===== src/rtl/com_bus_arbiter_param_if.sv =====
// Common-bus arbitration bundle: processor/snoop/memory requests toward the arbiter
// and the registered grants, owner ID and watchdog pulse coming back from it.
interface com_bus_arbiter_param_if #(
    parameter int NUM_PROC  = 8,
    parameter int NUM_SNOOP = 4,
    parameter int IDW       = $clog2(NUM_PROC)
);
    logic [NUM_PROC-1:0]  Com_Bus_Req_proc;
    logic [NUM_SNOOP-1:0] Com_Bus_Req_snoop;
    logic                 Mem_snoop_req;
    logic [NUM_PROC-1:0]  Com_Bus_Gnt_proc;
    logic [NUM_SNOOP-1:0] Com_Bus_Gnt_snoop;
    logic                 Mem_snoop_gnt;
    logic                 bus_busy;
    logic [IDW-1:0]       gnt_id;
    logic                 timeout_err;

    modport master (
        output Com_Bus_Req_proc,
        output Com_Bus_Req_snoop,
        output Mem_snoop_req,
        input  Com_Bus_Gnt_proc,
        input  Com_Bus_Gnt_snoop,
        input  Mem_snoop_gnt,
        input  bus_busy,
        input  gnt_id,
        input  timeout_err
    );

    modport slave (
        input  Com_Bus_Req_proc,
        input  Com_Bus_Req_snoop,
        input  Mem_snoop_req,
        output Com_Bus_Gnt_proc,
        output Com_Bus_Gnt_snoop,
        output Mem_snoop_gnt,
        output bus_busy,
        output gnt_id,
        output timeout_err
    );
endinterface


===== src/rtl/com_bus_arbiter_param.sv =====
// Round-robin common-bus arbiter: one processor owner at a time, nested round-robin
// snoop-response slots plus a memory slot inside ownership, and a hold-timeout watchdog.
module com_bus_arbiter_param #(
    parameter int NUM_PROC  = 8,
    parameter int NUM_SNOOP = 4,
    parameter int TIMEOUT   = 64,
    parameter int IDW       = $clog2(NUM_PROC)
) (
    input logic clk,
    input logic rst_n,
    com_bus_arbiter_param_if.slave bus
);
    localparam int SW   = (NUM_SNOOP > 1) ? $clog2(NUM_SNOOP) : 1;
    localparam int CW   = (TIMEOUT > 1) ? $clog2(TIMEOUT) : 1;
    localparam int TLIM = (TIMEOUT > 0) ? TIMEOUT - 1 : 0;

    typedef enum logic [1:0] {IDLE, OWNED, TURN} state_t;

    state_t               state;
    logic [NUM_PROC-1:0]  gnt_proc;
    logic [NUM_PROC-1:0]  proc_mask;
    logic [NUM_SNOOP-1:0] gnt_snoop;
    logic                 mem_gnt;
    logic                 busy;
    logic                 timeout_err;
    logic [IDW-1:0]       gnt_id;
    logic [IDW-1:0]       proc_ptr;
    logic [SW-1:0]        snoop_ptr;
    logic [CW-1:0]        hold_cnt;

    logic [NUM_PROC-1:0]  proc_elig;
    logic [NUM_PROC-1:0]  proc_rot;
    logic                 proc_found;
    logic [IDW:0]         proc_sum;
    logic [IDW-1:0]       proc_win;
    logic [IDW-1:0]       proc_next;

    logic [NUM_SNOOP-1:0] snoop_rot;
    logic                 snoop_found;
    logic [SW:0]          snoop_sum;
    logic [SW-1:0]        snoop_win;
    logic [SW-1:0]        snoop_next;

    logic                 owner_req;
    logic                 snoop_hold;
    logic                 wd_fire;

    // Rotate the eligible vector so the pointer sits at bit 0; the lowest set bit
    // of the rotated vector, offset by the pointer, is the round-robin winner.
    always_comb begin
        proc_elig  = bus.Com_Bus_Req_proc & ~proc_mask;
        proc_rot   = NUM_PROC'({proc_elig, proc_elig} >> proc_ptr);
        proc_found = 1'b0;
        proc_sum   = '0;
        for (int k = NUM_PROC - 1; k >= 0; k--) begin
            if (proc_rot[k]) begin
                proc_found = 1'b1;
                proc_sum   = {1'b0, proc_ptr} + (IDW+1)'(k);
            end
        end
        if (proc_sum >= (IDW+1)'(NUM_PROC)) begin
            proc_sum = proc_sum - (IDW+1)'(NUM_PROC);
        end
        proc_win  = proc_sum[IDW-1:0];
        proc_next = (proc_win == IDW'(NUM_PROC - 1)) ? '0 : proc_win + IDW'(1);
    end

    always_comb begin
        snoop_rot   = NUM_SNOOP'({bus.Com_Bus_Req_snoop, bus.Com_Bus_Req_snoop} >> snoop_ptr);
        snoop_found = 1'b0;
        snoop_sum   = '0;
        for (int k = NUM_SNOOP - 1; k >= 0; k--) begin
            if (snoop_rot[k]) begin
                snoop_found = 1'b1;
                snoop_sum   = {1'b0, snoop_ptr} + (SW+1)'(k);
            end
        end
        if (snoop_sum >= (SW+1)'(NUM_SNOOP)) begin
            snoop_sum = snoop_sum - (SW+1)'(NUM_SNOOP);
        end
        snoop_win  = snoop_sum[SW-1:0];
        snoop_next = (snoop_win == SW'(NUM_SNOOP - 1)) ? '0 : snoop_win + SW'(1);
    end

    always_comb begin
        owner_req  = |(gnt_proc & bus.Com_Bus_Req_proc);
        snoop_hold = |(gnt_snoop & bus.Com_Bus_Req_snoop);
        wd_fire    = (TIMEOUT > 0) && (hold_cnt == CW'(TLIM));
    end

    // TURN is the zero-grant gap cycle; arbitrating on its exit edge keeps the
    // gap between consecutive owners to exactly one cycle.
    always_ff @(posedge clk or negedge rst_n) begin
        if (!rst_n) begin
            state       <= IDLE;
            gnt_proc    <= '0;
            gnt_snoop   <= '0;
            mem_gnt     <= 1'b0;
            busy        <= 1'b0;
            gnt_id      <= '0;
            timeout_err <= 1'b0;
            proc_ptr    <= '0;
            snoop_ptr   <= '0;
            proc_mask   <= '0;
            hold_cnt    <= '0;
        end else begin
            timeout_err <= 1'b0;
            proc_mask   <= proc_mask & bus.Com_Bus_Req_proc;
            case (state)
                IDLE, TURN: begin
                    if (proc_found) begin
                        state    <= OWNED;
                        gnt_proc <= NUM_PROC'(1) << proc_win;
                        busy     <= 1'b1;
                        gnt_id   <= proc_win;
                        proc_ptr <= proc_next;
                        hold_cnt <= '0;
                    end else begin
                        state <= IDLE;
                    end
                end
                OWNED: begin
                    if (!owner_req || wd_fire) begin
                        state     <= TURN;
                        gnt_proc  <= '0;
                        gnt_snoop <= '0;
                        mem_gnt   <= 1'b0;
                        busy      <= 1'b0;
                        gnt_id    <= '0;
                        if (owner_req) begin
                            timeout_err <= 1'b1;
                            proc_mask   <= (proc_mask & bus.Com_Bus_Req_proc) | gnt_proc;
                        end
                    end else begin
                        if (TIMEOUT > 0) begin
                            hold_cnt <= hold_cnt + CW'(1);
                        end
                        // Pending snoop responses outrank memory: they may abort the fill.
                        if (mem_gnt) begin
                            if (!bus.Mem_snoop_req) begin
                                mem_gnt <= 1'b0;
                            end
                        end else if (|gnt_snoop) begin
                            if (!snoop_hold) begin
                                gnt_snoop <= '0;
                            end
                        end else if (snoop_found) begin
                            gnt_snoop <= NUM_SNOOP'(1) << snoop_win;
                            snoop_ptr <= snoop_next;
                        end else if (bus.Mem_snoop_req) begin
                            mem_gnt <= 1'b1;
                        end
                    end
                end
                default: state <= IDLE;
            endcase
        end
    end

    assign bus.Com_Bus_Gnt_proc  = gnt_proc;
    assign bus.Com_Bus_Gnt_snoop = gnt_snoop;
    assign bus.Mem_snoop_gnt     = mem_gnt;
    assign bus.bus_busy          = busy;
    assign bus.gnt_id            = gnt_id;
    assign bus.timeout_err       = timeout_err;
endmodule


===== src/flat_wrapper.sv =====
// flat-port wrapper written by rule: the top's interface ports become plain ports
module com_bus_arbiter_param_flat 
#(
    parameter int NUM_PROC  = 8,
    parameter int NUM_SNOOP = 4,
    parameter int TIMEOUT   = 64,
    parameter int IDW       = $clog2(NUM_PROC)
)
  (clk, rst_n, bus_Com_Bus_Req_proc, bus_Com_Bus_Req_snoop, bus_Mem_snoop_req, bus_Com_Bus_Gnt_proc, bus_Com_Bus_Gnt_snoop, bus_Mem_snoop_gnt, bus_bus_busy, bus_gnt_id, bus_timeout_err);
  com_bus_arbiter_param_if #(.NUM_PROC(NUM_PROC), .NUM_SNOOP(NUM_SNOOP), .IDW(IDW)) bus_i ();
  input logic clk;
  input logic rst_n;
  input wire logic [$bits(bus_i.Com_Bus_Req_proc)-1:0] bus_Com_Bus_Req_proc;
  input wire logic [$bits(bus_i.Com_Bus_Req_snoop)-1:0] bus_Com_Bus_Req_snoop;
  input wire logic [$bits(bus_i.Mem_snoop_req)-1:0] bus_Mem_snoop_req;
  output wire logic [$bits(bus_i.Com_Bus_Gnt_proc)-1:0] bus_Com_Bus_Gnt_proc;
  output wire logic [$bits(bus_i.Com_Bus_Gnt_snoop)-1:0] bus_Com_Bus_Gnt_snoop;
  output wire logic [$bits(bus_i.Mem_snoop_gnt)-1:0] bus_Mem_snoop_gnt;
  output wire logic [$bits(bus_i.bus_busy)-1:0] bus_bus_busy;
  output wire logic [$bits(bus_i.gnt_id)-1:0] bus_gnt_id;
  output wire logic [$bits(bus_i.timeout_err)-1:0] bus_timeout_err;
  assign bus_i.Com_Bus_Req_proc = bus_Com_Bus_Req_proc;
  assign bus_i.Com_Bus_Req_snoop = bus_Com_Bus_Req_snoop;
  assign bus_i.Mem_snoop_req = bus_Mem_snoop_req;
  assign bus_Com_Bus_Gnt_proc = bus_i.Com_Bus_Gnt_proc;
  assign bus_Com_Bus_Gnt_snoop = bus_i.Com_Bus_Gnt_snoop;
  assign bus_Mem_snoop_gnt = bus_i.Mem_snoop_gnt;
  assign bus_bus_busy = bus_i.bus_busy;
  assign bus_gnt_id = bus_i.gnt_id;
  assign bus_timeout_err = bus_i.timeout_err;
  com_bus_arbiter_param #(.NUM_PROC(NUM_PROC), .NUM_SNOOP(NUM_SNOOP), .TIMEOUT(TIMEOUT), .IDW(IDW)) u_core (.clk(clk), .rst_n(rst_n), .bus(bus_i));
endmodule

===== config.mk =====
export PLATFORM = sky130hd
export DESIGN_NAME = com_bus_arbiter_param_flat
export DESIGN_NICKNAME = d
export VERILOG_FILES = /design/src/rtl/com_bus_arbiter_param_if.sv /design/src/rtl/com_bus_arbiter_param.sv /design/src/flat_wrapper.sv
export SDC_FILE = /design/constraint.sdc
export NUM_CORES = 1
export LEC_CHECK = 0
export ABC_AREA = 1
export BUFFER_PORTS_ARGS = -buffer_cell sky130_fd_sc_hd__clkbuf_2
export CAP_MARGIN = 10
export CORE_AREA = 2 2 71 73
export CTS_CLUSTER_DIAMETER = 60
export DETAILED_ROUTE_END_ITERATION = 16
export DIE_AREA = 0 0 73 75
export PLACE_DENSITY = 0.74
export SLEW_MARGIN = 20
export SYNTH_ARGS = -nofsm -noshare
export SYNTH_HDL_FRONTEND = slang
export SYNTH_SLANG_ARGS = --single-unit

===== constraint.sdc =====
create_clock -name clk -period 3.37 [get_ports clk]
set_clock_uncertainty 0.2 [all_clocks]
set_input_delay 0.337 -clock clk [delete_from_list [all_inputs] [get_ports clk]]
set_output_delay 0.337 -clock clk [all_outputs]
set_load 0.02 [all_outputs]

==> flow_metrics.tcl, run 1 <==
set metrics [dict create \
    run_status "complete, but fails checks" \
    violations "negative hold slack" \
    h-tree-depth 2 \
    yosysSeqAreaShare_pct 36.6 \
    hold_path.class "in -> async" \
    crit_top_cell "nand2_1" \
    grt_max_degree 40 \
    ant_nets 0 \
    hold_viol 39 \
    dieWidth_um 73 \
    drive_gt1_share_pct 15.1 \
    area_growth_pct 12.1 \
    synth_nets 400 \
    cap_violations 0 \
    cp_slowest_cell "dfrtp_1" \
    final_common_cell "nand2_1" \
    final_util_pct 64.1 \
    grt_pass1_vias 2296 \
    r2r_slack_ps 440 \
    path_depth 19 \
    worst_ep_arrival_time_ps 2910 \
    rsz0062_at_grt "no" \
    p_clk_share_pct 14.1 \
    reg2reg_from "u_core.proc_ptr[0]" \
    route.met2.wl_um 2740 \
    yosys_most_used_dff "dfrtp_1" \
    ys_ff_latch 39 \
    grt_pass1_wl_um 10700 \
    clk_latency_ps 290 \
    layout_common_cells "nand2_1, nand3_1, inv_1" \
    dpl_cell_area_sq_um 2860 \
    switching_power_mw 1.72 \
    cts_root_buf "clkbuf_8" \
    swShare_pct 52.2 \
    cts-resized-gates 0 \
    power_leakage_nw 1.63 \
    synth_edf_count 0 \
    period_minus_slack_ps 2930 \
    syn_inst 376 \
    cts_inserted_buffers 5 \
    via_count 2603 \
    worstPathCellList "inv_2 -> nand3_1 -> nand3_1 -> nand2_1 -> inv_2 -> o21ai_4 -> inv_1 -> nor2_1 -> nand2_1 -> nand2_1 -> nand2_1 -> nand2_1 -> inv_1 -> ha_1 -> ha_1 -> inv_1 -> nor2_1 -> a21oi_1 -> inv_1" \
    async_flop_share_pct 100 \
    multi_input_area_sq_um 1450 \
    r2r_end "u_core.bus.Com_Bus_Gnt_proc[7]" \
    min_period_over_period_pct 86.8 \
    fin_area_sq_um 2990 \
    rows 25 \
    ys_types 31 \
    p_int_mw 1.57 \
    critPathMaxFanout 12 \
    startpoint "u_core.proc_ptr[0]" \
    required_ps 3360 \
    overflow 0 \
    place.gp.congestion 0.958 \
    slew_violations 0 \
    dr.max_layer_used "met4" \
    die-area_sq_um 5480 \
    nNetsFinal 434 \
    wl_met1_um 3010 \
    ir_drop_uv 728 \
    finalHoldWorstSlack_ps -59.3 \
    antenna_cells 0 \
    r2r_cells 19 \
    track_usage_pct 25.2 \
    ys_warn_count 0 \
    antenna_found_initial 0 \
    slowest_delay_ps 610 \
    p_comb_share_pct 63.9 \
    wire_per_inst_um 13.5 \
    clkSinkCount 39 \
    io_buffer_count 32 \
    netlist_area_sq_um 2670 \
    initial_utilization_pct 57.2 \
    max_freq_mhz 342 \
    pwr-share-seq_pct 22.0 \
    end_kind "flop" \
    drcViolationCount 0 \
    die_y_um 75 \
    worst_pin_slew_ps 841 \
    ctsLongestPathBuffers 2 \
    startpoint_type "flop" \
    io_pins 33 \
    syn_area_per_cell_sq_um 7.09 \
    power_density_nw_per_um2 1100 \
    first_pass_iters 5 \
    tns_ps 0 \
    criticalPathCategory "reg -> reg" \
    drt_wl_total_um 6270 \
    maxSlewHeadroom_pct 43.9 \
    cts_setup_buffers 0 \
    clk_pin_slew_worst_paths_ps 80 \
    path_delay_family "simple AND/OR/NAND/NOR gates" \
    fill_cells 420 \
    seq_area_sq_um 976 \
    cts_tree "built" \
    setup.worst_path.end "u_core.bus.Com_Bus_Gnt_proc[7]" \
    dr_wl_met3_um 465 \
    dp_hpwl_um 4850 \
    core_area_sq_um 4660 \
    drt-initial-drc-count 186 \
    viasPerCell 5.60 \
    critPathBufInv 6 \
    ctsHoldBuffers 0 \
    finalSetupViolCount 0 \
]
-- worst min-delay path by stage --
stage	startpoint	end	slack (ps)	cells past startpoint
finish	rst_n	u_core.hold_cnt[2]	-60	1
global route	rst_n	u_core.hold_cnt[2]	30	1
CTS	rst_n	u_core.hold_cnt[0]	10	1
detailed placement	u_core.bus.bus_busy	u_core.bus.bus_busy	260	2
global placement	u_core.bus.bus_busy	u_core.bus.bus_busy	260	2
floorplan	rst_n	u_core.bus.Com_Bus_Gnt_proc[0]	-160	0
-- synthesized netlist by cell type (2+ instances only) --
library cell | count | area share [%]
a21oi_1 | 11 | 2.1
a221oi_1 | 3 | 0.99
a22o_1 | 10 | 3.3
buf_2 | 3 | 0.56
buf_6 | 3 | 1.3
dfrtp_1 | 39 | 37
ha_1 | 9 | 4.2
inv_1 | 43 | 6.1
inv_2 | 4 | 0.56
nand2_1 | 123 | 17
nand2_2 | 4 | 0.94
nand3_1 | 58 | 11
nand3_2 | 5 | 1.9
nand4_1 | 3 | 0.70
nor2_1 | 20 | 2.8
nor2_2 | 2 | 0.47
nor3_1 | 3 | 0.56
nor4_1 | 2 | 0.47
o21ai_0 | 10 | 1.9
o21ai_1 | 5 | 0.94
o22ai_1 | 2 | 0.47
xnor2_1 | 3 | 0.99
xor2_1 | 3 | 0.99
-- through the flow --
| stage | setup slack (ps) | cells | power [mW] | hold WS [ps] |
|---|---|---|---|---|
| floorplan | 1010 | 376 | 2.38 | -159 |
| global placement | 504 | 457 | 2.79 | 264 |
| detailed placement | 497 | 457 | 2.80 | 264 |
| CTS | 474 | 465 | 3.28 | 11.3 |
| global route | 96.5 | 465 | 3.64 | 30.0 |
| finish | 443 | 465 | 3.29 | -59.3 |
-- final cells by class --
class | instances | share of cell area (%)
Clock buffer | 6 | 2.43
Clock inverter | 2 | 2.01
Tap cell | 54 | 2.26
Timing Repair Buffer | 35 | 6.11
Sequential cell | 39 | 32.7
Multi-Input combinational cell | 281 | 48.4
Inverter | 48 | 6.11
-- per-layer routing --
metal,up-vias,track usage (%)
met2,102,38.2
li1,1296,-
met3,8,5.09
met5,-,0
met4,0,5.97
met1,1197,37.1
-- sequential cells by signal (all words and copies together) (netlist names) --
signal / count
u_core.bus.bus_busy: 1
u_core.proc_mask: 8
u_core.bus.Com_Bus_Gnt_proc: 8
u_core.bus.gnt_id: 3
u_core.bus.Com_Bus_Gnt_snoop: 4
u_core.state: 2
u_core.hold_cnt: 6
u_core.snoop_ptr: 2
u_core.proc_ptr: 3
u_core.bus.timeout_err: 1
u_core.bus.Mem_snoop_gnt: 1
-- power groups by stage --
stage / Sequential [mW] / Clock (mW) / Combinational (mW)
global route: 0.745 / 0.489 / 2.41
finish: 0.723 / 0.464 / 2.10
global placement: 0.732 / 0 / 2.06
CTS: 0.722 / 0.475 / 2.08
detailed placement: 0.730 / 0 / 2.07
floorplan: 0.735 / 0 / 1.65
-- logic make-up after synthesis --
kind of cell | Yosys count | synth area share, %
buf+inv | 56 | 9.11
xor+xnor | 6 | 1.97
simple gates | 220 | 36.1
mux | 1 | 0.423
fa+ha+maj | 9 | 4.23
flops | 39 | 36.6
compound gates | 45 | 11.6
Power figures use the tool's default switching activity.
==> run 2: changes to the inputs <==
--- a/config.mk
+++ b/config.mk
@@ -5,14 +5,15 @@
 export SDC_FILE = /design/constraint.sdc
 export NUM_CORES = 1
 export LEC_CHECK = 0
-export ABC_AREA = 1
 export BUFFER_PORTS_ARGS = -buffer_cell sky130_fd_sc_hd__clkbuf_2
 export CAP_MARGIN = 10
-export CORE_AREA = 2 2 71 73
+export CELL_PAD_IN_SITES_DETAIL_PLACEMENT = 1
+export CELL_PAD_IN_SITES_GLOBAL_PLACEMENT = 2
+export CORE_AREA = 2 2 89 91
 export CTS_CLUSTER_DIAMETER = 60
 export DETAILED_ROUTE_END_ITERATION = 16
-export DIE_AREA = 0 0 73 75
-export PLACE_DENSITY = 0.74
+export DIE_AREA = 0 0 91 93
+export PLACE_DENSITY = 0.78
 export SLEW_MARGIN = 20
 export SYNTH_ARGS = -nofsm -noshare
 export SYNTH_HDL_FRONTEND = slang
==> flow_metrics.tcl, run 2 <==
set metrics [dict create \
    finalHoldWorstSlack_ps -37.8 \
    antenna_cells 0 \
    run_status "complete, but fails checks" \
    synth_edf_count 0 \
    yosys-top-cells-count "dfrtp_1, nand2_1, o21ai_0" \
    fin_ws_ps 125 \
    io_pins 33 \
    drt-initial-drc-count 92 \
    core_area_sq_um 7530 \
    hold_path.class "in -> async" \
    drt_wl_total_um 8150 \
    cts_root_buf "clkbuf_8" \
    hold_viol 39 \
    rsz0062_at_grt "yes" \
    power_leakage_nw 1.49 \
    die_y_um 93 \
    track_usage_pct 20.1 \
    ys_types 65 \
    required_ps 3370 \
    dp_hpwl_um 6320 \
    violations "negative hold slack" \
    cts_tree "built" \
    place_ws_ps -64.8 \
    max_freq_mhz 308 \
    h-tree-depth 2 \
    syn_inst 279 \
    end_kind "flop" \
    synth_largest_area_cell "dfrtp_1" \
    yosys_most_used_dff "dfrtp_1" \
    cap_violations 0 \
    ir_drop_uv 303 \
    initial_utilization_pct 37.2 \
    slowest_delay_ps 590 \
    p_total_mw 3.37 \
    clk_pin_slew_worst_paths_ps 70 \
    power_density_nw_per_um2 1010 \
    overflow 0 \
    netlist_area_sq_um 2800 \
    fill_cells 922 \
    crit_top_cell "ha_1" \
    synth.most_common_cell "dfrtp_1" \
    grt_pass1_vias 2551 \
    criticalPathCategory "reg -> reg" \
    syn_area_per_cell_sq_um 10.0 \
    wire_per_inst_um 18.9 \
    worst_ep_arrival_time_ps 3240 \
    worst_pin_slew_ps 873 \
    drcViolationCount 0 \
    period_minus_slack_ps 3250 \
    grt_max_degree 40 \
    ctsHoldBuffers 0 \
    maxSlewHeadroom_pct 41.8 \
    clk_latency_ps 290 \
    finalSetupViolCount 0 \
    layout_common_cells "dfrtp_1, clkbuf_2, nand2_1" \
    area_growth_pct 18.8 \
    cp_slowest_cell "o41ai_1" \
    synth_top_area_share_pct 34.8 \
    antenna_found_initial 0 \
    dieWidth_um 91 \
    startpoint_type "flop" \
    drive_gt1_share_pct 29.8 \
    cts_inserted_buffers 5 \
    clkSinkCount 39 \
    ys_ff_latch 39 \
    critPathMaxFanout 6 \
    worstPathCellList "buf_4 -> and4bb_2 -> o41ai_1 -> nand2_1 -> a21o_1 -> a31oi_1 -> o21bai_2 -> ha_1 -> ha_1 -> nand2b_1 -> o22ai_1" \
    slew_violations 0 \
    min_period_over_period_pct 96.3 \
    synth_nets 303 \
    viasPerCell 5.76 \
    place.gp.congestion 0.905 \
    nNetsFinal 352 \
    grt_pass1_wl_um 13500 \
    ant_nets 0 \
    yosysSeqAreaShare_pct 34.8 \
    first_pass_iters 4 \
    async_flop_share_pct 100 \
    rows 32 \
    ys_warn_count 0 \
    via_count 2483 \
    final_common_cell "dfrtp_1" \
    ctsLongestPathBuffers 2 \
    ys_top_cells_by_area "dfrtp_1, mux4_2, ha_1" \
    io_buffer_count 32 \
    die-area_sq_um 8460 \
]
## run 2: cell count changes after synthesis, sizes merged, moves of 5 or more
| cell | delta |
|---|---|
| nand2 | -102 |
| nand3 | -54 |
| inv | -33 |
| nor2 | -13 |
| nand2b | +12 |
| mux2i | +9 |
| a32o | +7 |
| mux4 | +7 |
| nor2b | +6 |
| nor4b | +5 |
| nor4bb | +5 |
| o41ai | +5 |
## run 2: worst paths after layout
check / from / end / slack [ps] / cells after the start
max: u_core.proc_ptr[2] / u_core.proc_ptr[0] / 120 / 11
min: rst_n / u_core.snoop_ptr[1] / -40 / 1
max reg2reg: u_core.proc_ptr[2] / u_core.proc_ptr[0] / 120 / 11
min reg2reg: u_core.bus.bus_busy / u_core.bus.bus_busy / 280 / 1
max in group asynchronous: rst_n / u_core.proc_ptr[2] / 2410 / 1
min in group clk: bus_Mem_snoop_req / u_core.bus.Mem_snoop_gnt / 110 / 3
## run 2: power breakdown
| part | internal, mW | switching, mW |
|---|---|---|
| registers | 0.589 | 0.109 |
| logic | 1.02 | 1.34 |
| clock network | 0.145 | 0.159 |
## run 2: logic make-up after synthesis
logic type,after synthesis,share of synthesized area [%]
AO/OA/AOI/OAI,85,23.6
XOR/XNOR,4,1.25
adder cells (fa/ha/maj),9,4.02
buffers and inverters,26,4.56
flip-flops,39,34.8
multiplexers,20,10.5
AND/OR/NAND/NOR,96,21.3
## run 2: layout make-up
class	instances	area, sq um	area share, %
inverter	16	60.1	1.81
multi-input combinational	214	1750	52.7
sequential	39	977	29.4
tap	102	128	3.84
clock inverter	1	5.00	0.150
timing repair buffer	52	327	9.82
clock buffer	7	76.3	2.29
## run 2: worst max-delay path, delay by kind of cell (launching register included)
kind | cells | cell delay [ps]
compound gates | 5 | 1310
fa+ha+maj | 2 | 430
buf+inv | 1 | 170
flops | 1 | 460
simple gates | 3 | 590
## run 2: repair_timing
item                                    in CTS  in global routing
setup buffers                                0                  1
resized for setup                            1                 12
pin swaps                                    0                  1
endpoints found under the setup margin       2                 12
## run 2: per-layer routing
layer	vias to the layer above	routed length, um	track usage (%)
li1	1179	-	-
met1	1239	3540	25.7
met2	46	4040	33.3
met3	19	284	3.06
met4	0	287	9.85
met5	-	0	0
## run 2: stage by stage
stage               cells  hold slack [ps]  area, sq um  TNS, ps  util [%]
floorplan             279             -159         2800        0         -
global placement      422              273         3180     -113      42.2
detailed placement    422              273         3180     -122      42.2
CTS                   430             41.0         3260        0      43.4
global route          431             44.5         3330    -4.92      44.2
finish                431            -37.8         3330        0      44.2
